[src/rtl/term_pkg.sv]
// term_pkg: shared constants, FSM state type and byte classification for term_writer
package term_pkg;
  localparam int COLS_LOG2_DEF = 6;
  localparam int ROWS_LOG2_DEF = 5;
  localparam logic [7:0] BLANK_DEF = 8'h20;
  localparam logic [7:0] CC_BS  = 8'h08;
  localparam logic [7:0] CC_LF  = 8'h0A;
  localparam logic [7:0] CC_FF  = 8'h0C;
  localparam logic [7:0] CC_CR  = 8'h0D;
  localparam logic [7:0] CC_DEL = 8'h7F;
  typedef enum logic [1:0] {IDLE, PUT, CLR_LINE, CLR_SCREEN} state_t;
  function automatic logic is_printable(input logic [7:0] b);
    return b >= 8'h20 && b != CC_DEL;
  endfunction
endpackage

[src/rtl/term_writer_if.sv]
// term_writer_if: received-byte valid/ready stream into term_writer
interface term_writer_if;
  logic [7:0] data;
  logic valid;
  logic ready;
  modport master(output data, valid, input ready);
  modport slave(input data, valid, output ready);
endinterface

[src/rtl/term_writer.sv]
// term_writer: turns terminal bytes into VRAM writes, cursor moves and hardware scrolling
module term_writer
  import term_pkg::*;
#(
  parameter int COLS_LOG2 = COLS_LOG2_DEF,
  parameter int ROWS_LOG2 = ROWS_LOG2_DEF,
  parameter logic [7:0] BLANK = BLANK_DEF
) (
  input  logic clk,
  input  logic reset,
  term_writer_if.slave rx,
  output logic [COLS_LOG2+ROWS_LOG2-1:0] vram_ad,
  output logic [7:0] vram_din,
  output logic vram_we,
  output logic [COLS_LOG2-1:0] cursor_col,
  output logic [ROWS_LOG2-1:0] cursor_row,
  output logic [ROWS_LOG2-1:0] scroll_row
);
  localparam int AW = COLS_LOG2 + ROWS_LOG2;
  state_t state, state_n;
  logic [AW-1:0] cnt, cnt_n, ad_n;
  logic [COLS_LOG2-1:0] col_n;
  logic [ROWS_LOG2-1:0] row_n, scroll_n;
  logic [7:0] din_n, b;
  logic we_n, pend, pend_n, accept, last_col, last_row, advance;
  assign rx.ready = state == IDLE && !reset;
  assign b = rx.data;
  assign accept = rx.valid && rx.ready;
  assign last_col = &cursor_col;
  assign last_row = &cursor_row;
  assign advance = accept && (b == CC_LF || (is_printable(b) && last_col));
  always_comb begin
    state_n = state;
    cnt_n = cnt;
    col_n = cursor_col;
    row_n = cursor_row;
    scroll_n = scroll_row;
    pend_n = pend;
    we_n = 1'b0;
    ad_n = vram_ad;
    din_n = vram_din;
    if (advance) begin
      row_n = last_row ? cursor_row : cursor_row + 1'b1;
      scroll_n = last_row ? scroll_row + 1'b1 : scroll_row;
    end
    case (state)
      IDLE: if (accept) begin
        if (is_printable(b)) begin
          state_n = PUT;
          we_n = 1'b1;
          ad_n = {cursor_row + scroll_row, cursor_col};
          din_n = b;
          col_n = cursor_col + 1'b1;
          pend_n = last_col && last_row;
        end else if (b == CC_CR) col_n = '0;
        else if (b == CC_BS) col_n = cursor_col - COLS_LOG2'(cursor_col != '0);
        else if (b == CC_FF) begin
          state_n = CLR_SCREEN;
          we_n = 1'b1;
          ad_n = '0;
          din_n = BLANK;
          cnt_n = AW'(1);
        end else if (b == CC_LF && last_row) begin
          // the row being vacated at the top becomes the new bottom line
          state_n = CLR_LINE;
          we_n = 1'b1;
          ad_n = {scroll_row, COLS_LOG2'(0)};
          din_n = BLANK;
          cnt_n = AW'(1);
        end
      end
      PUT: if (pend) begin
        state_n = CLR_LINE;
        we_n = 1'b1;
        ad_n = {scroll_row - 1'b1, COLS_LOG2'(0)};
        din_n = BLANK;
        cnt_n = AW'(1);
        pend_n = 1'b0;
      end else state_n = IDLE;
      CLR_LINE: if (cnt[COLS_LOG2-1:0] == '0) state_n = IDLE;
      else begin
        we_n = 1'b1;
        ad_n = {scroll_row - 1'b1, cnt[COLS_LOG2-1:0]};
        din_n = BLANK;
        cnt_n = cnt + 1'b1;
      end
      CLR_SCREEN: if (cnt == '0) begin
        state_n = IDLE;
        col_n = '0;
        row_n = '0;
        scroll_n = '0;
      end else begin
        we_n = 1'b1;
        ad_n = cnt;
        din_n = BLANK;
        cnt_n = cnt + 1'b1;
      end
      default: state_n = IDLE;
    endcase
  end
  always_ff @(posedge clk) begin
    if (reset) begin
      state <= IDLE;
      cnt <= '0;
      pend <= 1'b0;
      cursor_col <= '0;
      cursor_row <= '0;
      scroll_row <= '0;
      vram_we <= 1'b0;
      vram_ad <= '0;
      vram_din <= '0;
    end else begin
      state <= state_n;
      cnt <= cnt_n;
      pend <= pend_n;
      cursor_col <= col_n;
      cursor_row <= row_n;
      scroll_row <= scroll_n;
      vram_we <= we_n;
      vram_ad <= ad_n;
      vram_din <= din_n;
    end
  end
endmodule

[src/flat_wrapper.sv]
// flat-port wrapper written by rule: the top's interface ports become plain ports
module term_writer_flat import term_pkg::*;
#(
  parameter int COLS_LOG2 = COLS_LOG2_DEF,
  parameter int ROWS_LOG2 = ROWS_LOG2_DEF,
  parameter logic [7:0] BLANK = BLANK_DEF
)
  (clk, reset, vram_ad, vram_din, vram_we, cursor_col, cursor_row, scroll_row, rx_data, rx_valid, rx_ready);
  term_writer_if rx_i ();
  input  logic clk;
  input  logic reset;
  output logic [COLS_LOG2+ROWS_LOG2-1:0] vram_ad;
  output logic [7:0] vram_din;
  output logic vram_we;
  output logic [COLS_LOG2-1:0] cursor_col;
  output logic [ROWS_LOG2-1:0] cursor_row;
  output logic [ROWS_LOG2-1:0] scroll_row;
  input wire logic [$bits(rx_i.data)-1:0] rx_data;
  input wire logic [$bits(rx_i.valid)-1:0] rx_valid;
  output wire logic [$bits(rx_i.ready)-1:0] rx_ready;
  assign rx_i.data = rx_data;
  assign rx_i.valid = rx_valid;
  assign rx_ready = rx_i.ready;
  term_writer #(.COLS_LOG2(COLS_LOG2), .ROWS_LOG2(ROWS_LOG2), .BLANK(BLANK)) u_core (.clk(clk), .reset(reset), .rx(rx_i), .vram_ad(vram_ad), .vram_din(vram_din), .vram_we(vram_we), .cursor_col(cursor_col), .cursor_row(cursor_row), .scroll_row(scroll_row));
endmodule
[config.mk]
export PLATFORM = sky130hd
export DESIGN_NAME = term_writer_flat
export DESIGN_NICKNAME = d
export VERILOG_FILES = /design/src/rtl/term_pkg.sv /design/src/rtl/term_writer_if.sv /design/src/rtl/term_writer.sv /design/src/flat_wrapper.sv
export SDC_FILE = /design/constraint.sdc
export NUM_CORES = 1
export LEC_CHECK = 0
export ABC_AREA = 1
export ABC_CLOCK_PERIOD_IN_PS = 1900
export BUFFER_PORTS_ARGS = -buffer_cell sky130_fd_sc_hd__clkbuf_2
export CAP_MARGIN = 20
export CORE_MARGIN = 2
export CORE_UTILIZATION = 40
export CTS_CLUSTER_DIAMETER = 150
export DETAILED_ROUTE_END_ITERATION = 6
export PLACE_DENSITY = 0.72
export SETUP_SLACK_MARGIN = 0.1
export SKIP_CTS_REPAIR_TIMING = 1
export SLEW_MARGIN = 20
export SYNTH_ARGS = -nofsm -noshare
export SYNTH_HDL_FRONTEND = slang
export SYNTH_SLANG_ARGS = --single-unit
[constraint.sdc]
create_clock -name clk -period 1.9 [get_ports clk]
set_input_delay 0.19 -clock clk [delete_from_list [all_inputs] [get_ports clk]]
set_output_delay 0.19 -clock clk [all_outputs]
set_load 0.01 [all_outputs]
# Yosys cells after proc, flatten, opt, wreduce, memory -nomap -nowiden
# Cells that the tools add are included.
# Widths: inputs -> output; s select.
[totals]
ff_bits = 50
input_bits = 11
wordCells = 129
[classes]
n_addsub = 7
order_cmp = 1
eq_ne = 23
n_mux = 67
reduce_logical = 22
[ops]
columns = ["operator", "n"]
rows = [
  ["$mux 11", 18],
  ["$pmux 11 s4", 2],
  ["$mux 8", 9],
  ["$mux 5", 8],
  ["$eq 8x4->1 const B", 4],
  ["$pmux 8 s4", 1],
  ["$mux 6", 5],
  ["$mux 2", 9],
  ["$ne 2x2->1 const B", 6],
  ["$pmux 6 s2", 1],
  ["$reduce_and 6->1", 2],
  ["$add 11x1->11 const B", 1],
  ["$logic_not 11->1", 1],
  ["$mux 1", 11],
  ["$add 5x1->5 const B", 2],
  ["$ne 3x3->1 const B", 3],
  ["$ge 8x6->1 const B", 1],
  ["$ne 2x1->1 const B", 4],
  ["$ne 4x4->1 const B", 2],
  ["$ne 8x7->1 const B", 1],
  ["$pmux 2 s4", 1],
  ["$reduce_and 8->1", 1],
  ["$logic_and 1x1->1", 7],
  ["$reduce_and 7->1", 1],
  ["other kinds (17)", 19],
]

# Depth between registers and ports, before layout
# Gate-level depths: netlist of run 1.
[logic_depth]
ltp_word = 9
mapped_depth = 14
ltp_nobuf = 13

# Worst setup path before layout of run 1
# OpenSTA, ideal clock, no wires.
[synth_path]
kind = "register to register"
start = "register u_core.cursor_col[1]"
end = "register u_core.cursor_col[4]"
setup_time_ps = 64
arrival_ps = 1876
t_required_ps = 1836
setup_slack_ps = -40
path_stages_with_launch = 15
path_buffers = 1
synth_period_minus_slack_ps = 1940
cell_sequence = "dfxtp_1 clkbuf_1 inv_1 ha_1 nand4_1 ha_1 inv_1 nor2_1 nand2_1 xor2_1 o21ai_0 nand3_1 nand2_1 nand2_1 nor2_1"
[synth_via]
elab_chain_len = 7
word_cells_on_any_way = 8
cone_classes = "add/sub: 2; mux: 5; reduce/logical: 1"
[synth_lines]
columns = ["item", "line", "rtl"]
rows = [
  ["start, declared", "term_writer.sv:15", "output logic [COLS_LOG2-1:0] cursor_col,"],
  ["start signal, assigned", "term_writer.sv:116", "cursor_col <= col_n;"],
  ["$reduce_bool 6->1", "term_writer.sv:56", "else if (b == CC_BS) col_n = cursor_col - COLS_LOG2'(cursor_col != '0);"],
  ["$sub 6x1->6", "term_writer.sv:56", ""],
  ["$mux 6", "term_writer.sv:56", ""],
  ["$mux 6", "term_writer.sv:55", "end else if (b == CC_CR) col_n = '0;"],
  ["$mux 6 (*)", "term_writer.sv:48", "if (is_printable(b)) begin"],
  ["$mux 6 (*)", "term_writer.sv:47", "IDLE: if (accept) begin"],
  ["$pmux 6 s2 (*)", "term_writer.sv:46", "case (state)"],
]
# Every way passes the cells marked *; elsewhere a longest branch is shown, timed or not. The select of a mux whose other input is x is not followed.
# A chain may end at the register's enable or synchronous reset.

# Worst setup path after layout of run 1
[layout_path]
start = "register u_core.cursor_row[0]"
end = "register u_core.vram_ad[5]"
[layout_via]
elab_chain_len = 4
[layout_lines]
columns = ["item", "line", "rtl"]
rows = [
  ["start, declared", "term_writer.sv:16", "output logic [ROWS_LOG2-1:0] cursor_row,"],
  ["start signal, assigned", "term_writer.sv:117", "cursor_row <= row_n;"],
  ["$reduce_and 5->1", "term_writer.sv:30", "assign last_row = &cursor_row;"],
  ["$logic_and 1x1->1", "term_writer.sv:63", "end else if (b == CC_LF && last_row) begin"],
  ["$ne 4x4->1 (no line)", "-", ""],
  ["$reduce_and 7->1 (no line)", "-", ""],
  ["end signal, assigned", "term_writer.sv:120", "vram_ad <= ad_n;"],
  ["end, declared", "term_writer.sv:12", "output logic [COLS_LOG2+ROWS_LOG2-1:0] vram_ad,"],
]
# No other way between the ends.

==> results of run 1 <==
synth_stat cells (all sizes together):
master,n
nand2,132
nor2,112
inv,70
nand3,54
dfxtp,50
o21ai,45
a21oi,39
ha,18
xor2,13
clkbuf,11
buf,10
nand4,5
xnor2,5
nor3,3
nand3b,2
o21a,2
o22ai,2
a22oi,1
and2,1
fa,1
o211ai,1
or2,1
per-layer routing:
| metal | wire length [um] | GRT usage, % |
|---|---|---|
| met1 | 4460 | 26.5 |
| met2 | 4670 | 32.3 |
| met3 | 798 | 3.44 |
| met4 | 191 | 5.06 |
| met5 | 0 | 0 |
state kept, by name, summed over array words and instances, names as in the netlist:
| name | flops |
|---|---|
| u_core.cursor_col | 6 |
| u_core.state | 2 |
| u_core.vram_din | 8 |
| u_core.pend | 1 |
| u_core.cnt | 11 |
| u_core.vram_we | 1 |
| u_core.vram_ad | 11 |
| u_core.cursor_row | 5 |
| u_core.scroll_row | 5 |
final timing paths:
kind	end	depth (start not counted)
hold reg to reg	u_core.vram_ad[3]$_SDFFE_PP0P_	2
setup reg to reg	u_core.vram_ad[5]$_SDFFE_PP0P_	12
setup / recovery	u_core.vram_ad[5]$_SDFFE_PP0P_	12
hold / removal	u_core.vram_din[7]$_SDFFE_PP0P_	3
power by group through the flow:
stage                     sequential [W]  clock [W]  combinational, W
after floorplan                  0.00137          0          0.000949
after global routing             0.00132   0.000645           0.00193
after global placement           0.00131          0           0.00139
after detailed placement         0.00132          0           0.00140
final                            0.00130   0.000593           0.00174
after CTS                        0.00129   0.000601           0.00141
worst register-to-register path, delay by kind of cell, from the launching register on:
family | cells | cell delay [ns]
buffers and inverters | 2 | 0.26
adders and majority gates | 1 | 0.15
DFF | 1 | 0.38
AOI/OAI and AO/OA | 1 | 0.17
and+or+nand+nor | 8 | 0.74
metrics by stage:
step                 TNS, ns  power, W  cell area [um^2]  hold WS (ns)
detailed placement  -0.00496   0.00272              4110         0.472
global placement           0   0.00270              4110         0.462
finish                     0   0.00364              4510         0.171
CTS                  -0.0357   0.00330              4190         0.174
floorplan                  0   0.00232              3630         0.328
global route         -0.0428   0.00390              4510         0.175
cell type report:
class / count / area, um^2 / area share (%)
Tap cell: 108 / 135 / 3.00
Timing Repair Buffer: 86 / 544 / 12.1
Sequential cell: 50 / 1020 / 22.6
Clock buffer: 7 / 76.3 / 1.69
Multi-Input combinational cell: 439 / 2470 / 54.7
Inverter: 70 / 270 / 5.99
kinds of logic (layout without fill, tap and decap cells):
group	count (synthesis)	after routing	share of synthesized area [%]
simple gates	310	312	37.6
fa+ha+maj	19	19	6.78
flops	50	50	27.7
compound gates	90	90	13.2
xor+xnor	18	18	4.36
buf+inv	91	163	10.4
==> impl_metrics.py, run 1 <==
metrics = {
    "run_status": {
        "status": "finished clean",
    },
    "place": {
        "gp_congestion": 0.901,
        "dpl.hpwl_mm": 7.34,
        "dp.cells": 743,
        "dpl_worst_slack_ns": -0.00496,
        "numPortBuffers": 47,
    },
    "timing": {
        "slew_headroom_pct": 61.0,
        "rsz0062_at_grt": "yes",
        "worstMarginPinSlew_ns": 0.578,
        "final.min_clock_period_ns": 1.80,
        "fin_ws_ns": 0.0994,
        "finalCritPeriodShare_pct": 94.8,
        "hold_violations": 0,
        "clock.fmax_mhz": 555,
        "slew_viol_final": 0,
        "setup_viol": 0,
        "fin_skew_ns": 0.00393,
    },
    "final_layout": {
        "layout_commonest_cell": "nand2_1",
        "fill_cells": 832,
        "syn_to_final_growth_pct": 24.7,
        "final_util_pct": 51.5,
        "drive_gt1_share_pct": 24.7,
        "fin_nets": 682,
        "instances_no_fill": 760,
        "diodes": 0,
        "mostFrequentLayoutCells": "123 x nand2_1, 98 x nor2_1, 56 x inv_1, 49 x nand3_1, 47 x clkbuf_2",
    },
    "cts": {
        "max-clock-path-buffers": 2,
        "clock_sinks": 50,
        "cts_inserted_buffers": 5,
        "clockRootBuffer": "clkbuf_8",
        "cts_tree": "yes",
        "clk_latency_ns": 0.30,
        "clk_pin_slew_worst_paths_ns": 0.09,
        "htreeDepth": 2,
    },
    "grt": {
        "grt_pass1_vias": 3551,
        "grt_overflow": 0,
        "antenna_found_initial": 0,
        "grt_max_degree": 27,
        "grt_first_pass_wirelength_mm": 16.0,
        "grt.total_usage_pct": 19.6,
    },
    "die": {
        "die_x_um": 99.1,
        "core_area_um2": 8760,
        "die-area_um2": 9820,
        "fp.dieH_um": 99.1,
        "rows": 34,
        "start_util_pct": 41.3,
        "ios": 48,
    },
    "min_path": {
        "worstHoldStart": "rx_data[7]",
        "hp-class": "primary input to flip-flop",
    },
    "detailed_routing": {
        "drc_errors": 0,
        "via_per_inst": 5.17,
        "postRouteAntennaNets": 0,
        "post_drt_wl_per_cell_um": 13.3,
        "first_pass_iters": 6,
        "drt_iter0_drc": 196,
        "routed_wirelength_mm": 10.1,
        "vias": 3931,
    },
    "synthesis": {
        "syn-cell-area_um2": 3620,
        "synth.avg_cell_area_um2": 6.26,
        "synth_top_area_share_pct": 27.7,
        "synthTopCellsByArea": "dfxtp_1 28%, nand2_1 13%, nor2_1 11%",
        "synth_cell_types": 34,
        "seq_area_frac_synth_pct": 27.7,
        "postSynthNetCount": 608,
        "yosys.area.top_type": "dfxtp_1",
        "synth-warning-count": 0,
        "syn_inst": 578,
        "yosys_register_bits": 50,
    },
    "worst_setup_path": {
        "path_buf_inv": 2,
        "cp_top_family": "simple AND/OR/NAND/NOR gates",
        "worstSetupEndpointType": "flip-flop",
        "cpMaxStageDelayCell": "dfxtp_4",
        "critPathLaunchType": "flip-flop",
        "critPathArrivalTime_ns": 2.00,
        "rr_startpoint": "u_core.cursor_row[0]$_SDFF_PP0_",
        "crit_path_max_fanout": 13,
        "critPathLaunch": "u_core.cursor_row[0]$_SDFF_PP0_",
        "max_stage_delay_ns": 0.38,
        "critical_path.cell_chain": "buf_4 -> ha_4 -> nand3_4 -> nor2_8 -> nand3_4 -> nand2_4 -> nor2_4 -> nor2_8 -> buf_12 -> nand2_8 -> o21ai_1 -> nor2_1",
        "timing.reg2reg.setup_slack_ns": 0.1,
        "required_ns": 2.10,
        "worstSetupPathType": "flip-flop to flip-flop",
    },
    "pwr": {
        "p_sw_w": 0.00149,
        "p_comb_share_pct": 47.9,
        "ir_drop_mv": 0.306,
        "pwr-share-clk_pct": 16.3,
        "p_leak_nw": 2.16,
        "p_int_w": 0.00215,
        "swShare_pct": 40.8,
        "power_density_nw_per_um2": 806,
        "p_seq_share_pct": 35.8,
    },
    "job": {
        "drv_cap": 0,
    },
}
No activity file was read; power rests on OpenSTA's default activity.
==> inputs of run 2 (changes only) <==
--- a/config.mk
+++ b/config.mk
@@ -14,9 +14,10 @@
 export CTS_CLUSTER_DIAMETER = 150
 export DETAILED_ROUTE_END_ITERATION = 6
 export PLACE_DENSITY = 0.72
+export REMOVE_ABC_BUFFERS = 1
 export SETUP_SLACK_MARGIN = 0.1
 export SKIP_CTS_REPAIR_TIMING = 1
-export SLEW_MARGIN = 20
+export SLEW_MARGIN = 30
 export SYNTH_ARGS = -nofsm -noshare
 export SYNTH_HDL_FRONTEND = slang
 export SYNTH_SLANG_ARGS = --single-unit
==> run 2 against run 1 <==
Compared with the run above: clock power up 9.6%; clock skew up 0.0031 ns; flip-flop and latch count unchanged; fmax down 0.75%; clock-buffer cell count down 2; via count about the same; critical path type unchanged; largest power group unchanged; sequential share of layout area down 0.18 points; cell count up 1.1%.
==> impl_metrics.py, run 2 (same netlist as run 1, synthesis figures left out) <==
metrics = {
    "worst_setup_path": {
        "worstSetupPathType": "flip-flop to flip-flop",
        "critPathArrivalTime_ns": 2.04,
        "crit_path_max_fanout": 11,
        "required_ns": 2.12,
        "critPathLaunchType": "flip-flop",
        "worstSetupEndpointType": "flip-flop",
    },
    "timing": {
        "slew_headroom_pct": 60.9,
        "setup_viol": 0,
        "rsz0062_at_grt": "yes",
        "whs_ns": 0.163,
        "final.min_clock_period_ns": 1.81,
        "fin_skew_ns": 0.00702,
        "slew_viol_final": 0,
        "hold_violations": 0,
        "finalCritPeriodShare_pct": 95.5,
        "clock.fmax_mhz": 551,
        "worstMarginPinSlew_ns": 0.580,
    },
    "run_status": {
        "status": "finished clean",
    },
    "die": {
        "start_util_pct": 41.3,
        "rows": 34,
        "die_x_um": 99.1,
        "fp.dieH_um": 99.1,
        "core_area_um2": 8760,
        "die-area_um2": 9820,
        "ios": 48,
    },
    "detailed_routing": {
        "drt_iter0_drc": 271,
        "postRouteAntennaNets": 0,
        "drc_errors": 0,
        "vias": 3929,
        "post_drt_wl_per_cell_um": 13.3,
        "via_per_inst": 5.12,
        "first_pass_iters": 5,
        "routed_wirelength_mm": 10.2,
    },
    "pwr": {
        "pwr-share-clk_pct": 17.2,
        "total_power_w": 0.00378,
        "power_density_nw_per_um2": 827,
        "swShare_pct": 41.3,
        "p_sw_w": 0.00156,
        "ir_drop_mv": 0.373,
        "p_int_w": 0.00222,
        "p_leak_nw": 2.20,
        "p_seq_share_pct": 34.3,
        "p_comb_share_pct": 48.5,
    },
    "place": {
        "numPortBuffers": 47,
        "dpl_cell_area_um2": 4090,
        "dpl.hpwl_mm": 7.44,
        "gp_congestion": 0.925,
    },
    "job": {
        "drv_cap": 0,
    },
    "final_layout": {
        "register_area_um2": 1020,
        "syn_to_final_growth_pct": 26.2,
        "fin_nets": 689,
        "layout_commonest_cell": "nand2_1",
        "final_area_um2": 4560,
        "fill_cells": 849,
        "mostFrequentLayoutCells": "118 x nand2_1, 94 x nor2_1, 57 x inv_1, 50 x nand3_1, 47 x clkbuf_2",
        "multi_input_area_um2": 2450,
        "diodes": 0,
        "final_util_pct": 52.1,
        "top_regs": "u_core.cnt x11, u_core.vram_ad x11, u_core.vram_din x8",
        "drive_gt1_share_pct": 27.0,
    },
    "cts": {
        "clk_pin_slew_worst_paths_ns": 0.10,
        "cts_inserted_buffers": 5,
        "clk_latency_ns": 0.32,
        "clock_sinks": 50,
        "htreeDepth": 2,
        "clockRootBuffer": "clkbuf_8",
        "cts_tree": "yes",
        "max-clock-path-buffers": 2,
    },
    "grt": {
        "grt_max_degree": 27,
        "grt_first_pass_wirelength_mm": 15.8,
        "grt.total_usage_pct": 19.5,
        "grt_pass1_vias": 3441,
        "antenna_found_initial": 0,
        "grt_overflow": 0,
    },
    "min_path": {
        "hp-class": "primary input to flip-flop",
    },
}
[run 2: power by group through the flow]
stage	registers [W]	clock network (W)	logic, W
floorplan	0.00138	0	0.000847
global placement	0.00130	0	0.00140
detailed placement	0.00132	0	0.00143
CTS	0.00129	0.000669	0.00143
global route	0.00132	0.000716	0.00201
finish	0.00130	0.000650	0.00183
[run 2: cell type report]
| cell class | count | area share, % |
|---|---|---|
| Multi-Input combinational cell | 439 | 53.6 |
| Sequential cell | 50 | 22.4 |
| Timing Repair Buffer | 93 | 13.2 |
| Inverter | 70 | 5.92 |
| Tap cell | 108 | 2.96 |
| Clock buffer | 5 | 1.51 |
| Clock inverter | 3 | 0.466 |
[run 2: final timing paths]
path / start / to / slack [ns] / cells after the start
worst min register to register: u_core.vram_din[5]$_SDFFE_PP0P_ / u_core.vram_din[5]$_SDFFE_PP0P_ / 0.49 / 2
worst max register to register: u_core.state[0]$_SDFFE_PP0P_ / u_core.vram_ad[6]$_SDFFE_PP0P_ / 0.09 / 9
worst min-delay path: rx_data[4] / u_core.vram_din[4]$_SDFFE_PP0P_ / 0.16 / 3
worst max-delay path: u_core.state[0]$_SDFFE_PP0P_ / u_core.vram_ad[6]$_SDFFE_PP0P_ / 0.09 / 9
[run 2: critical path, cell delays in order, from the launching register on]
cell	delay, ns
dfxtp_2	0.36
inv_1	0.07
buf_4	0.14
ha_1	0.28
a21oi_2	0.18
and2_4	0.27
buf_6	0.17
nand3_1	0.12
nand2_1	0.09
nor2_1	0.04
[run 2: per-stage QoR]
| step | setup TNS, ns | instances | setup WS (ns) |
|---|---|---|---|
| detailed placement | -0.276 | 740 | -0.103 |
| CTS | -0.425 | 748 | -0.123 |
| global route | -0.00165 | 768 | -0.00165 |
| finish | 0 | 768 | 0.0857 |
| global placement | -0.0923 | 740 | -0.0514 |
| floorplan | 0 | 557 | 0.0524 |
[run 2: metal layers]
layer	track usage [%]	wire, um	part of all wire, %	vias up
met2	32.2	4760	47	119
met5	0	0	0	-
li1	-	-	-	2004
met1	26.5	4700	46	1791
met3	2.95	580	5.7	15
met4	5.48	194	1.9	0
==> inputs of run 3 (changes only) <==
--- a/config.mk
+++ b/config.mk
@@ -9,6 +9,7 @@
 export ABC_CLOCK_PERIOD_IN_PS = 1900
 export BUFFER_PORTS_ARGS = -buffer_cell sky130_fd_sc_hd__clkbuf_2
 export CAP_MARGIN = 20
+export CORE_ASPECT_RATIO = 2
 export CORE_MARGIN = 2
 export CORE_UTILIZATION = 40
 export CTS_CLUSTER_DIAMETER = 150
@@ -17,6 +18,7 @@
 export REMOVE_ABC_BUFFERS = 1
 export SETUP_SLACK_MARGIN = 0.1
 export SKIP_CTS_REPAIR_TIMING = 1
+export SKIP_LAST_GASP = 1
 export SLEW_MARGIN = 30
 export SYNTH_ARGS = -nofsm -noshare
 export SYNTH_HDL_FRONTEND = slang
==> run 3 against run 2 <==
Compared with the run above: largest power group unchanged; via count rose by 3.4%; die area grew 0.47%; design area is 1.2% higher; clock-buffer cell count increased by 1; clock skew is 0.0028 ns lower; first-iteration DRC count decreased by 11%; register-to-register slack about the same; hold slack worse by 0.0053 ns; fmax grew 0.40%; the run now ends with design-rule violations left; routed wire length up 8.2%; total power up 7.8%; highest routed layer unchanged.
==> impl_metrics.py, run 3 (same netlist as run 1, synthesis figures left out) <==
metrics = {
    "run_status": {
        "status": "finished, violations left",
        "failed_checks": "design-rule violations",
    },
    "die": {
        "fp.dieH_um": 138,
        "core_area_um2": 8890,
        "die-area_um2": 9870,
        "rows": 49,
        "die_x_um": 71.2,
        "ios": 48,
        "start_util_pct": 40.7,
    },
    "worst_setup_path": {
        "path_buf_inv": 1,
        "critical_path.cell_chain": "ha_4 -> inv_1 -> fa_2 -> nand3b_1 -> nand2_1 -> nand2_1 -> nand3_1 -> o21ai_1 -> nand2_1 -> nand2_1 -> nor2_1 -> nor2_1",
        "required_ns": 2.10,
        "r2r-end": "u_core.vram_ad[10]$_SDFFE_PP0P_",
        "max_stage_delay_ns": 0.41,
        "critPathArrivalTime_ns": 2.01,
        "rr_startpoint": "u_core.cursor_row[0]$_SDFF_PP0_",
        "crit_path_max_fanout": 4,
        "worstSetupPathType": "flip-flop to flip-flop",
        "cp_top_family": "simple AND/OR/NAND/NOR gates",
        "timing.reg2reg.setup_slack_ns": 0.09,
        "r2r_cells": 12,
        "cpMaxStageDelayCell": "fa_2",
        "critPathLaunchType": "flip-flop",
        "worstSetupEndpointType": "flip-flop",
        "cpMostUsedCell": "nand2_1",
    },
    "grt": {
        "grt_pass1_vias": 3930,
        "grt_use_met3_pct": 2.99,
        "grtUsageMet1_pct": 19.6,
        "grt_overflow": 0,
        "grt_first_pass_wirelength_mm": 17.3,
        "antenna_found_initial": 0,
        "grt-busiest-layer": "met2",
        "grt.total_usage_pct": 21.6,
        "use_met2_pct": 41.8,
        "grt_max_degree": 27,
    },
    "place": {
        "gp_congestion": 0.926,
        "dpl_worst_slack_ns": -0.00944,
        "dp.cells": 752,
        "numPortBuffers": 47,
        "dpl.hpwl_mm": 8.42,
    },
    "timing": {
        "fin_ws_ns": 0.0929,
        "finalCritPeriodShare_pct": 95.1,
        "fin_skew_ns": 0.00418,
        "final.min_clock_period_ns": 1.81,
        "slew_headroom_pct": 59.7,
        "hold_violations": 0,
        "clock.fmax_mhz": 553,
        "rsz0062_at_grt": "yes",
        "worstMarginPinSlew_ns": 0.598,
        "setup_viol": 0,
        "whs_ns": 0.158,
        "slew_viol_final": 0,
    },
    "pwr": {
        "total_power_w": 0.00407,
        "ir_drop_mv": 0.396,
        "p_leak_nw": 2.23,
        "power_density_nw_per_um2": 881,
    },
    "cts": {
        "cts_inserted_buffers": 5,
        "clk_pin_slew_worst_paths_ns": 0.07,
        "max-clock-path-buffers": 2,
        "clockRootBuffer": "clkbuf_16",
        "clk_latency_ns": 0.30,
        "cts_tree": "yes",
        "clock_sinks": 50,
        "htreeDepth": 2,
    },
    "final_layout": {
        "multi_input_area_um2": 2400,
        "diodes": 0,
        "mostFrequentLayoutCells": "125 x nand2_1, 100 x nor2_1, 54 x inv_1, 51 x buf_4, 47 x clkbuf_2",
        "instances_no_fill": 767,
        "fill_cells": 849,
        "drive_gt1_share_pct": 26.5,
        "layout_commonest_cell": "nand2_1",
        "final_util_pct": 52.0,
        "register_area_um2": 1020,
        "top_regs": "u_core.cnt x11, u_core.vram_ad x11, u_core.vram_din x8",
        "syn_to_final_growth_pct": 27.7,
        "fin_nets": 694,
    },
    "detailed_routing": {
        "drc_errors": 5,
        "first_pass_iters": 7,
        "vias": 4062,
        "postRouteAntennaNets": 0,
        "post_drt_wl_per_cell_um": 14.5,
        "via_per_inst": 5.30,
        "drt_iter0_drc": 242,
        "routed_wirelength_mm": 11.1,
    },
    "min_path": {
        "hold_end": "u_core.vram_din[4]$_SDFFE_PP0P_",
        "hold_depth": 3,
        "hp-class": "primary input to flip-flop",
        "worstHoldStart": "rx_data[4]",
    },
    "job": {
        "drv_cap": 0,
    },
}
-- run 3: final cells by class --
cell class / count / area share (%)
timing repair buffer: 99 / 13.6
clock buffer: 6 / 2.79
inverter: 70 / 6.01
sequential: 50 / 22.0
multi-input combinational: 438 / 52.0
tap: 102 / 2.76
clock inverter: 2 / 0.812
-- run 3: layer usage --
metal / vias to the layer above / share of wire [%] / wire length (um)
met1: 1879 / 34 / 3810
met3: 53 / 3.2 / 357
met4: 0 / 6.2 / 692
li1: 1998 / - / -
met2: 132 / 56 / 6230
met5: - / 0 / 0
-- run 3: metrics by stage --
step                cell area [um^2]  TNS, ns
floorplan                       3500        0
global placement                4210        0
detailed placement              4210  -0.0182
CTS                             4380   -0.121
global route                    4620  -0.0756
finish                          4620        0
-- run 3: worst max-delay path by stage --
stage	from	endpoint	slack (ns)	cells past startpoint
finish	u_core.cursor_row[0]$_SDFF_PP0_	u_core.vram_ad[10]$_SDFFE_PP0P_	0.09	12
global route	u_core.cursor_row[0]$_SDFF_PP0_	u_core.vram_ad[10]$_SDFFE_PP0P_	-0.05	12
CTS	u_core.state[0]$_SDFFE_PP0P_	u_core.cnt[3]$_SDFFE_PP0P_	-0.04	10
detailed placement	u_core.cursor_row[0]$_SDFF_PP0_	u_core.vram_ad[10]$_SDFFE_PP0P_	-0.009	12
global placement	u_core.cursor_row[0]$_SDFF_PP0_	u_core.vram_ad[10]$_SDFFE_PP0P_	0.04	12
floorplan	u_core.cursor_col[1]$_SDFFE_PP0P_	u_core.cursor_col[4]$_SDFFE_PP0P_	0.05	13
-- run 3: worst reg2reg max path, cell delays in order (launching register included) --
cell	delay [ns]
dfxtp_4	0.38
ha_4	0.14
inv_1	0.06
fa_2	0.41
nand3b_1	0.19
nand2_1	0.08
nand2_1	0.05
nand3_1	0.08
o21ai_1	0.08
nand2_1	0.06
nand2_1	0.05
nor2_1	0.08
nor2_1	0.05
-- run 3: where the power goes --
group | internal (W) | switching, W
combinational | 0.000702 | 0.00103
sequential | 0.00120 | 0.0000925
clock | 0.000623 | 0.000427
